File: config.mk
export PLATFORM = sky130hd
export DESIGN_NAME = sipo_word_assembler_flat
export DESIGN_NICKNAME = d
export VERILOG_FILES = /design/src/rtl/sipo_word_assembler_if.sv /design/src/rtl/sipo_word_assembler.sv /design/src/flat_wrapper.sv
export SDC_FILE = /design/constraint.sdc
export NUM_CORES = 1
export LEC_CHECK = 0
export CAP_MARGIN = 20
export CORE_ASPECT_RATIO = 1.2
export CORE_MARGIN = 2
export CORE_UTILIZATION = 35
export CTS_CLUSTER_DIAMETER = 200
export DETAILED_ROUTE_END_ITERATION = 10
export DONT_BUFFER_PORTS = 1
export MAX_ROUTING_LAYER = met4
export PLACE_DENSITY = 0.55
export SLEW_MARGIN = 10
export SYNTH_ARGS = -nofsm -noshare
export SYNTH_HDL_FRONTEND = slang
export SYNTH_SLANG_ARGS = --single-unit
File: constraint.sdc
create_clock -name clk -period 1.5 [get_ports clk]
set_input_delay 0.3 -clock clk [delete_from_list [all_inputs] [get_ports clk]]
set_output_delay 0.3 -clock clk [all_outputs]
set_load 0.005 [all_outputs]
File: src/rtl/sipo_word_assembler_if.sv
// Bus between the serial bit source, the word assembler and the downstream PIPO stage.
// A bit moves when s_valid && s_ready at a rising edge; a word moves when load && out_ready.
interface sipo_word_assembler_if #(
    parameter int WIDTH = 4
);
    localparam int CW = $clog2(WIDTH + 1);

    logic            s_valid;
    logic            s_in;
    logic            s_ready;
    logic [WIDTH-1:0] p_out;
    logic            load;
    logic            out_ready;
    logic [CW-1:0]   bit_cnt;

    modport master (
        output s_valid, s_in, out_ready,
        input  s_ready, p_out, load, bit_cnt
    );

    modport slave (
        input  s_valid, s_in, out_ready,
        output s_ready, p_out, load, bit_cnt
    );
endinterface

File: src/rtl/sipo_word_assembler.sv
// Serial-to-parallel word assembler: shifts in accepted bits and presents each
// completed WIDTH-bit word on p_out/load, holding one extra word under back-pressure.
module sipo_word_assembler #(
    parameter int WIDTH     = 4,
    parameter bit MSB_FIRST = 1'b1
) (
    input logic                  clk,
    input logic                  rst,
    input logic                  clr,
    sipo_word_assembler_if.slave bus
);
    localparam int CW = $clog2(WIDTH + 1);
    localparam logic [CW-1:0] CNT_FULL = CW'(WIDTH);
    localparam logic [CW-1:0] CNT_LAST = CW'(WIDTH - 1);

    logic [WIDTH-1:0] r_sh;
    logic [WIDTH-1:0] r_p_out;
    logic             r_load;
    logic [CW-1:0]    r_bit_cnt;

    logic [WIDTH-1:0] w_sh_next;
    logic             w_out_free;
    logic             w_s_ready;
    logic             w_accept;

    // bit_cnt == WIDTH is the PENDING state: a full word waits in r_sh for the slot.
    assign w_out_free = !r_load || bus.out_ready;
    assign w_s_ready  = rst && !clr && (r_bit_cnt != CNT_FULL);
    assign w_accept   = bus.s_valid && w_s_ready;

    always_comb begin
        w_sh_next = r_sh;
        if (MSB_FIRST) begin
            w_sh_next = {r_sh[WIDTH-2:0], bus.s_in};
        end else begin
            w_sh_next = {bus.s_in, r_sh[WIDTH-1:1]};
        end
    end

    always_ff @(posedge clk or negedge rst) begin
        if (!rst) begin
            r_sh      <= '0;
            r_p_out   <= '0;
            r_load    <= 1'b0;
            r_bit_cnt <= '0;
        end else if (clr) begin
            r_sh      <= '0;
            r_p_out   <= '0;
            r_load    <= 1'b0;
            r_bit_cnt <= '0;
        end else begin
            // A drain drops load unless a new word is written into the slot below.
            if (r_load && bus.out_ready) begin
                r_load <= 1'b0;
            end
            if (r_bit_cnt == CNT_FULL) begin
                if (w_out_free) begin
                    r_p_out   <= r_sh;
                    r_load    <= 1'b1;
                    r_bit_cnt <= '0;
                    r_sh      <= '0;
                end
            end else if (w_accept) begin
                if (r_bit_cnt == CNT_LAST) begin
                    if (w_out_free) begin
                        r_p_out   <= w_sh_next;
                        r_load    <= 1'b1;
                        r_bit_cnt <= '0;
                        r_sh      <= '0;
                    end else begin
                        r_sh      <= w_sh_next;
                        r_bit_cnt <= CNT_FULL;
                    end
                end else begin
                    r_sh      <= w_sh_next;
                    r_bit_cnt <= r_bit_cnt + 1'b1;
                end
            end
        end
    end

    assign bus.s_ready = w_s_ready;
    assign bus.p_out   = r_p_out;
    assign bus.load    = r_load;
    assign bus.bit_cnt = r_bit_cnt;
endmodule

File: src/flat_wrapper.sv
// flat-port wrapper written by rule: the top's interface ports become plain ports
module sipo_word_assembler_flat 
#(
    parameter int WIDTH     = 4,
    parameter bit MSB_FIRST = 1'b1
)
  (clk, rst, clr, bus_s_valid, bus_s_in, bus_out_ready, bus_s_ready, bus_p_out, bus_load, bus_bit_cnt);
  sipo_word_assembler_if #(.WIDTH(WIDTH)) bus_i ();
  input logic clk;
  input logic rst;
  input logic clr;
  input wire logic [$bits(bus_i.s_valid)-1:0] bus_s_valid;
  input wire logic [$bits(bus_i.s_in)-1:0] bus_s_in;
  input wire logic [$bits(bus_i.out_ready)-1:0] bus_out_ready;
  output wire logic [$bits(bus_i.s_ready)-1:0] bus_s_ready;
  output wire logic [$bits(bus_i.p_out)-1:0] bus_p_out;
  output wire logic [$bits(bus_i.load)-1:0] bus_load;
  output wire logic [$bits(bus_i.bit_cnt)-1:0] bus_bit_cnt;
  assign bus_i.s_valid = bus_s_valid;
  assign bus_i.s_in = bus_s_in;
  assign bus_i.out_ready = bus_out_ready;
  assign bus_s_ready = bus_i.s_ready;
  assign bus_p_out = bus_i.p_out;
  assign bus_load = bus_i.load;
  assign bus_bit_cnt = bus_i.bit_cnt;
  sipo_word_assembler #(.WIDTH(WIDTH), .MSB_FIRST(MSB_FIRST)) u_core (.clk(clk), .rst(rst), .clr(clr), .bus(bus_i));
endmodule
==> results of run 1 <==
[cell usage in the layout (no fill, tap or decap)]
master	instances
a2111oi_2	1
a2111oi_4	4
a211oi_2	4
a21boi_0	3
a21boi_1	1
a21o_4	1
a21oi_1	1
a21oi_2	1
a21oi_4	1
a22o_2	1
a31oi_1	2
and2_4	1
and3_2	4
buf_12	1
buf_4	14
buf_6	1
clkbuf_4	3
clkbuf_8	1
dfrtp_1	12
dlygate4sd3_1	1
ha_4	2
inv_1	8
inv_2	2
mux2i_1	6
nand2_2	1
nand2b_1	2
nand3_1	3
nand4b_4	2
nor2b_1	1
o211ai_1	4
or2b_2	1
[metrics by stage]
stage / hold slack [ns] / setup TNS [ns] / worst slack (ns) / cell area, µm²
2_1_floorplan: 0.004409 / -0.005489 / -0.005489 / 809.5
3_5_place_dp: 0.004798 / -0.9890 / -0.1581 / 930.9
4_1_cts: 0.05873 / -0.02552 / -0.01281 / 1089
5_1_grt: 0.04470 / -0.4989 / -0.08732 / 1106
6_report: 0.06716 / -0.007062 / -0.007062 / 1106
3_3_place_gp: 0.004859 / -0.6293 / -0.09606 / 930.9
[worst max path at each step]
stage / to / slack, ns / depth (start not counted)
finish: bus_s_ready / -0.007 / 4
global route: bus_s_ready / -0.09 / 4
CTS: u_core.bus.bit_cnt[1]$_DFFE_PN0P_ / -0.01 / 6
detailed placement: u_core.bus.bit_cnt[1]$_DFFE_PN0P_ / -0.16 / 6
global placement: u_core.bus.p_out[2]$_DFFE_PN0P_ / -0.1 / 5
floorplan: bus_s_ready / -0.005 / 5
[cell type report]
| type | instances | share of cell area [%] |
|---|---|---|
| flip-flops and latches | 12 | 27.15 |
| inverters | 10 | 3.394 |
| multi-input cells | 47 | 49.55 |
| clock buffers | 4 | 3.281 |
| well taps | 30 | 3.394 |
| repair buffers | 17 | 13.24 |
[worst reg2reg max path, stage by stage, from the launching register on]
cell      delay (ns)
dfrtp_1         0.38
buf_4           0.13
ha_4            0.15
nand4b_4        0.22
a21o_4          0.32
a211oi_2        0.22
[logic make-up after synthesis]
kind of cell	after synthesis	share of synthesized area (%)
adders and majority gates	2	3.139
AOI/OAI and AO/OA	24	25.12
muxes	6	7.536
DFF	12	37.68
and+or+nand+nor	15	16.64
buffers and inverters	14	9.891
[metal layers]
metal	global-route usage, %	vias to the layer above	share of wire [%]
met5	-	-	0
met4	6.950	0	0.65
met3	3.215	2	4.4
met2	22.01	14	51
met1	22.49	302	44
li1	-	307	-
[power by group through the flow]
| stage | combinational [mW] | clock, mW | sequential (mW) |
|---|---|---|---|
| floorplan | 0.187 | 0 | 0.387 |
| global placement | 0.305 | 0 | 0.383 |
| detailed placement | 0.314 | 0 | 0.385 |
| CTS | 0.408 | 0.276 | 0.381 |
| global route | 0.457 | 0.296 | 0.386 |
| finish | 0.414 | 0.272 | 0.382 |
[registers in the layout (all words and copies together), names as in the netlist]
name / cells
u_core.r_sh: 4
u_core.bus.load: 1
u_core.bus.bit_cnt: 3
u_core.bus.p_out: 4
[what timing repair did]
action / 4_1_cts / 5_1_grt
hold endpoints to repair: 12 / 0
cloned: 0 / 0
pin swaps: 9 / 6
resized for setup: 18 / 4
setup endpoints to repair: 12 / 11
hold buffers: 1 / 0
buffers inserted: 1 / 0
==> flow_metrics.env, run 1 <==
export IMPL_fp_dieArea_um2=2676
export IMPL_dr_pass1_iters=4
export IMPL_max_freq_ghz=0.6635
export IMPL_cts_max_level=1
export IMPL_fin_ws_ns=-0.007062
export IMPL_grt_overflow_total=0
export IMPL_ys_flop_type="dfrtp_1"
export IMPL_instances_no_fill=120
export IMPL_fin_nets=99
export IMPL_syn_area_um2=797.0
export IMPL_cts_root_buffer="clkbuf_4"
export IMPL_io_pins=15
export IMPL_initial_core_util_pct=37.65
export IMPL_grt_start_max_net_pins=14
export IMPL_totalWireLength_mm=1.834
export IMPL_gp_congestion=0.7013
export IMPL_grt_first_pass_wirelength_mm=2.987
export IMPL_cp_buffers_inverters=1
export IMPL_ys_types=25
export IMPL_synth_edff_count=0
export IMPL_cp_start_kind="flop"
export IMPL_avgRoutedWirePerCell_um=15.28
export IMPL_cap_violations=0
export IMPL_reg2reg_to="u_core.bus.p_out[0]$_DFFE_PN0P_"
export IMPL_power_mw=1.069
export IMPL_cp_startpoint="u_core.bus.bit_cnt[1]$_DFFE_PN0P_"
export IMPL_status="finished with violations"
export IMPL_cp_end_kind="output port"
export IMPL_pwr_density_cell_nw_per_um2=966.5
export IMPL_vias_per_cell=5.208
export IMPL_ir_worst_vdd_mv=0.7979
export IMPL_drt_initial_drc_count=8
export IMPL_clk_latency_ns=0.28
export IMPL_p_leak_nw=0.4839
export IMPL_synth_warnings=0
export IMPL_synthArstFlopShare_pct=100.0
export IMPL_antenna_left=0
export IMPL_die_width_um=47.56
export IMPL_p_int_mw=0.7282
export IMPL_arrival_ns=1.21
export IMPL_via_count=625
export IMPL_rsz0062_at_grt="true"
export IMPL_grt_pass1_vias=621
export IMPL_die_y_um=56.28
export IMPL_tightest_slew_ns=0.5724
export IMPL_crit_required_ns=1.20
export IMPL_dp_cells=114
export IMPL_cts_sinks=12
export IMPL_switching_share_pct=31.88
export IMPL_cts_tree="done"
export IMPL_antenna_found_initial=0
export IMPL_cts_buffers=3
export IMPL_pwr_share_clk_pct=25.5
export IMPL_ys_ff_latch=12
export IMPL_period_needed_ns=1.507
export IMPL_fill_cells=199
export IMPL_synthesis_nets=81
export IMPL_r2r_start="u_core.bus.bit_cnt[1]$_DFFE_PN0P_"
export IMPL_relSlewSlack_pct=61.71
export IMPL_critPathMaxFanout=7
export IMPL_synth_cells=73
export IMPL_r2r_slack_ns=0
export IMPL_finalMaxSlewViolations=0
export IMPL_setup_viol=1
export IMPL_hp_start="clr"
export IMPL_cts_clk_slew_worst_paths_ns=0.09
export IMPL_fin_skew_ns=0.002184
export IMPL_cp_slowest_cell="dfrtp_1"
export IMPL_max_stage_delay_ns=0.38
export IMPL_hold_path_class="primary input to flop"
export IMPL_drive_gt1_share_pct=51.11
export IMPL_synth_common_cells="dfrtp_1, inv_1, mux2i_1"
export IMPL_p_sw_mw=0.3408
export IMPL_seqCellArea_um2=300.3
export IMPL_hold_viol_final=0
export IMPL_place_hpwl_mm=1.214
export IMPL_netlist_top_cells_area="dfrtp_1, mux2i_1, nand4b_4"
export IMPL_seq_area_frac_synth_pct=37.68
export IMPL_crit_type="flop to output port"
export IMPL_p_comb_share_pct=38.7
export IMPL_grt_usage_pct=16.05
export IMPL_antenna_cells=0
export IMPL_portBuffers=0
export IMPL_avgSynthCellArea_um2=10.92
export IMPL_violations="setup timing"
export IMPL_final_util_pct=52.25
export IMPL_hold_path_depth=1
export IMPL_path_delay_family="flip-flops"
export IMPL_yosysMostFrequentCell="dfrtp_1"
export IMPL_area_growth_pct=38.78
export IMPL_rr_worst_depth=5
export IMPL_clk_path_buf_depth=2
export IMPL_synth_largest_area_cell="dfrtp_1"
export IMPL_multi_input_comb_area_um2=548.0
export IMPL_path_cells="inv_2, ha_4, a21oi_2, and2_4"
export IMPL_seqPwrFrac_pct=35.8
export IMPL_hold_end="u_core.bus.p_out[2]$_DFFE_PN0P_"
export IMPL_core_area_um2=2117
export IMPL_rows=18
export IMPL_drc=0
export IMPL_fin_crit_sh_pct=100.5
export IMPL_post_synth_top_area_fraction_pct=37.68
Note: power is estimated with default switching activity, not from simulation.
==> run 2: changes to the inputs <==
--- a/config.mk
+++ b/config.mk
@@ -9,6 +9,7 @@
 export CORE_ASPECT_RATIO = 1.2
 export CORE_MARGIN = 2
 export CORE_UTILIZATION = 35
+export CTS_BUF_LIST = sky130_fd_sc_hd__clkbuf_4
 export CTS_CLUSTER_DIAMETER = 200
 export DETAILED_ROUTE_END_ITERATION = 10
 export DONT_BUFFER_PORTS = 1
==> constraint.sdc (replaced) <==
create_clock -name clk -period 1.3 [get_ports clk]
set_input_delay 0.26 -clock clk [delete_from_list [all_inputs] [get_ports clk]]
set_output_delay 0.26 -clock clk [all_outputs]
set_load 0.005 [all_outputs]
==> run 2 against run 1 <==
Against the previous run:
- clock power decreased by 5%
- the run still ends with setup timing left
- combinational power increased by 41%
- cell count increased by 8.3%
- total power increased by 20%
- critical endpoint is now u_core.bus.p_out[2]$_DFFE_PN0P_
- clock-buffer cell count decreased by 1
==> flow_metrics.env, run 2 (same netlist as run 1, synthesis figures left out) <==
export IMPL_status="finished with violations"
export IMPL_violations="setup timing"
export IMPL_gp_congestion=0.7099
export IMPL_grt_first_pass_wirelength_mm=3.346
export IMPL_hold_viol_final=0
export IMPL_rsz0062_at_grt="true"
export IMPL_portBuffers=0
export IMPL_cp_buffers_inverters=2
export IMPL_core_area_um2=2117
export IMPL_die_y_um=56.28
export IMPL_fin_hold_ws_ns=0.01975
export IMPL_fin_setup_tns_ns=-1.810
export IMPL_cts_clk_slew_worst_paths_ns=0.09
export IMPL_cts_root_buffer="clkbuf_4"
export IMPL_instances_no_fill=130
export IMPL_antenna_found_initial=0
export IMPL_area_growth_pct=50.39
export IMPL_antenna_cells=0
export IMPL_place_ws_ns=-0.2426
export IMPL_fin_ws_ns=-0.1928
export IMPL_mostFrequentLayoutCells="buf_4, dfrtp_1, inv_1, mux2i_1"
export IMPL_io_pins=15
export IMPL_fin_nets=109
export IMPL_crit_type="flop to flop"
export IMPL_cts_tree="done"
export IMPL_cp_start_kind="flop"
export IMPL_clk_latency_ns=0.29
export IMPL_grt_overflow_total=0
export IMPL_cts_max_level=1
export IMPL_power_mw=1.287
export IMPL_max_stage_delay_ns=0.40
export IMPL_cp_slowest_cell="dfrtp_1"
export IMPL_mostFrequentLayoutCell="buf_4"
export IMPL_grt_start_max_net_pins=13
export IMPL_drc=0
export IMPL_place_hpwl_mm=1.167
export IMPL_hold_path_class="primary input to flop"
export IMPL_finalMaxSlewViolations=0
export IMPL_die_width_um=47.56
export IMPL_pwr_density_cell_nw_per_um2=1074
export IMPL_rows=18
export IMPL_fill_cells=189
export IMPL_relSlewSlack_pct=60.93
export IMPL_p_leak_nw=0.4954
export IMPL_vias_per_cell=5.200
export IMPL_tightest_slew_ns=0.5842
export IMPL_path_delay_family="compound AO/OA/AOI/OAI gates"
export IMPL_fp_dieArea_um2=2676
export IMPL_fin_area_um2=1199
export IMPL_clk_path_buf_depth=2
export IMPL_fin_skew_ns=0.01174
export IMPL_drt_initial_drc_count=5
export IMPL_setup_viol=13
export IMPL_max_freq_ghz=0.6699
export IMPL_cap_violations=0
export IMPL_crit_required_ns=1.46
export IMPL_via_count=676
export IMPL_antenna_left=0
export IMPL_grt_pass1_vias=684
export IMPL_cp_end_kind="flop"
export IMPL_drive_gt1_share_pct=55.00
export IMPL_path_cells="inv_2, ha_4, buf_4, nand2_8, a2111oi_4, a211oi_2"
export IMPL_arrival_ns=1.65
export IMPL_post_dp_cell_area_um2=928.4
export IMPL_avgRoutedWirePerCell_um=15.44
export IMPL_ir_worst_vdd_mv=0.9407
export IMPL_totalWireLength_mm=2.007
export IMPL_period_needed_ns=1.493
export IMPL_final_util_pct=56.62
export IMPL_grt_usage_pct=18.04
export IMPL_cts_buffers=3
export IMPL_critPathMaxFanout=7
export IMPL_cts_sinks=12
export IMPL_dp_cells=112
export IMPL_fin_crit_sh_pct=114.8
export IMPL_dr_pass1_iters=4
export IMPL_initial_core_util_pct=37.65
## run 2: changes by cell type in the layout (fill, tap and decap cells not counted), sizes merged
cell,before,now
buf,16,25
clkbuf,4,3
clkinv,0,1
dlygate4sd3,1,2
## run 2: cell type report
cell class / instances / area [µm²] / area share [%]
clock buffer: 3 / 22.52 / 1.879
inverter: 10 / 37.54 / 3.132
clock inverter: 1 / 3.754 / 0.3132
sequential: 12 / 301.5 / 25.16
timing repair buffer: 27 / 215.2 / 17.95
multi-input combinational: 47 / 580.6 / 48.43
tap: 30 / 37.54 / 3.132
## run 2: worst reg2reg max path: cells and delay by family, from the launching register on
kind,cells,cell delay (ns)
adder cells (fa/ha/maj),1,0.20
AO/OA/AOI/OAI,2,0.44
buffers and inverters,2,0.25
AND/OR/NAND/NOR,1,0.08
flip-flops,1,0.40
## run 2: worst paths after layout
check | startpoint | endpoint | slack, ns | cells past startpoint
setup / recovery | u_core.bus.bit_cnt[0]$_DFFE_PN0P_ | u_core.bus.p_out[2]$_DFFE_PN0P_ | -0.19 | 6
hold / removal | clr | u_core.bus.p_out[1]$_DFFE_PN0P_ | 0.02 | 1
setup reg to reg | u_core.bus.bit_cnt[0]$_DFFE_PN0P_ | u_core.bus.p_out[2]$_DFFE_PN0P_ | -0.19 | 6
hold reg to reg | u_core.r_sh[3]$_DFFE_PN0P_ | u_core.r_sh[3]$_DFFE_PN0P_ | 0.53 | 2
max in group asynchronous | rst | u_core.bus.bit_cnt[2]$_DFFE_PN0P_ | 0.47 | 1
min in group asynchronous | rst | u_core.bus.p_out[3]$_DFFE_PN0P_ | 0.40 | 1
## run 2: power breakdown
| part | leakage [nW] | switching [mW] | internal [mW] | total [mW] |
|---|---|---|---|---|
| Combinational | 0.318 | 0.263 | 0.322 | 0.585 |
| Clock | 0.0154 | 0.148 | 0.112 | 0.259 |
| Sequential | 0.162 | 0.0321 | 0.411 | 0.443 |
| Total | 0.495 | 0.442 | 0.845 | 1.29 |
## run 2: routing by layer
| layer | global-route usage [%] | vias to the layer above | part of all wire [%] |
|---|---|---|---|
| li1 | - | 326 | - |
| met1 | 24.25 | 334 | 48 |
| met2 | 25.48 | 12 | 48 |
| met3 | 2.894 | 4 | 2.2 |
| met4 | 9.266 | 0 | 1.9 |
| met5 | - | - | 0 |
## run 2: repair_timing
action,CTS,global route
pin swaps,14,3
hold buffers,1,1
hold endpoints to repair,12,2
cloned,0,0
gates resized for setup,19,1
setup endpoints to repair,12,15
setup buffers,10,2
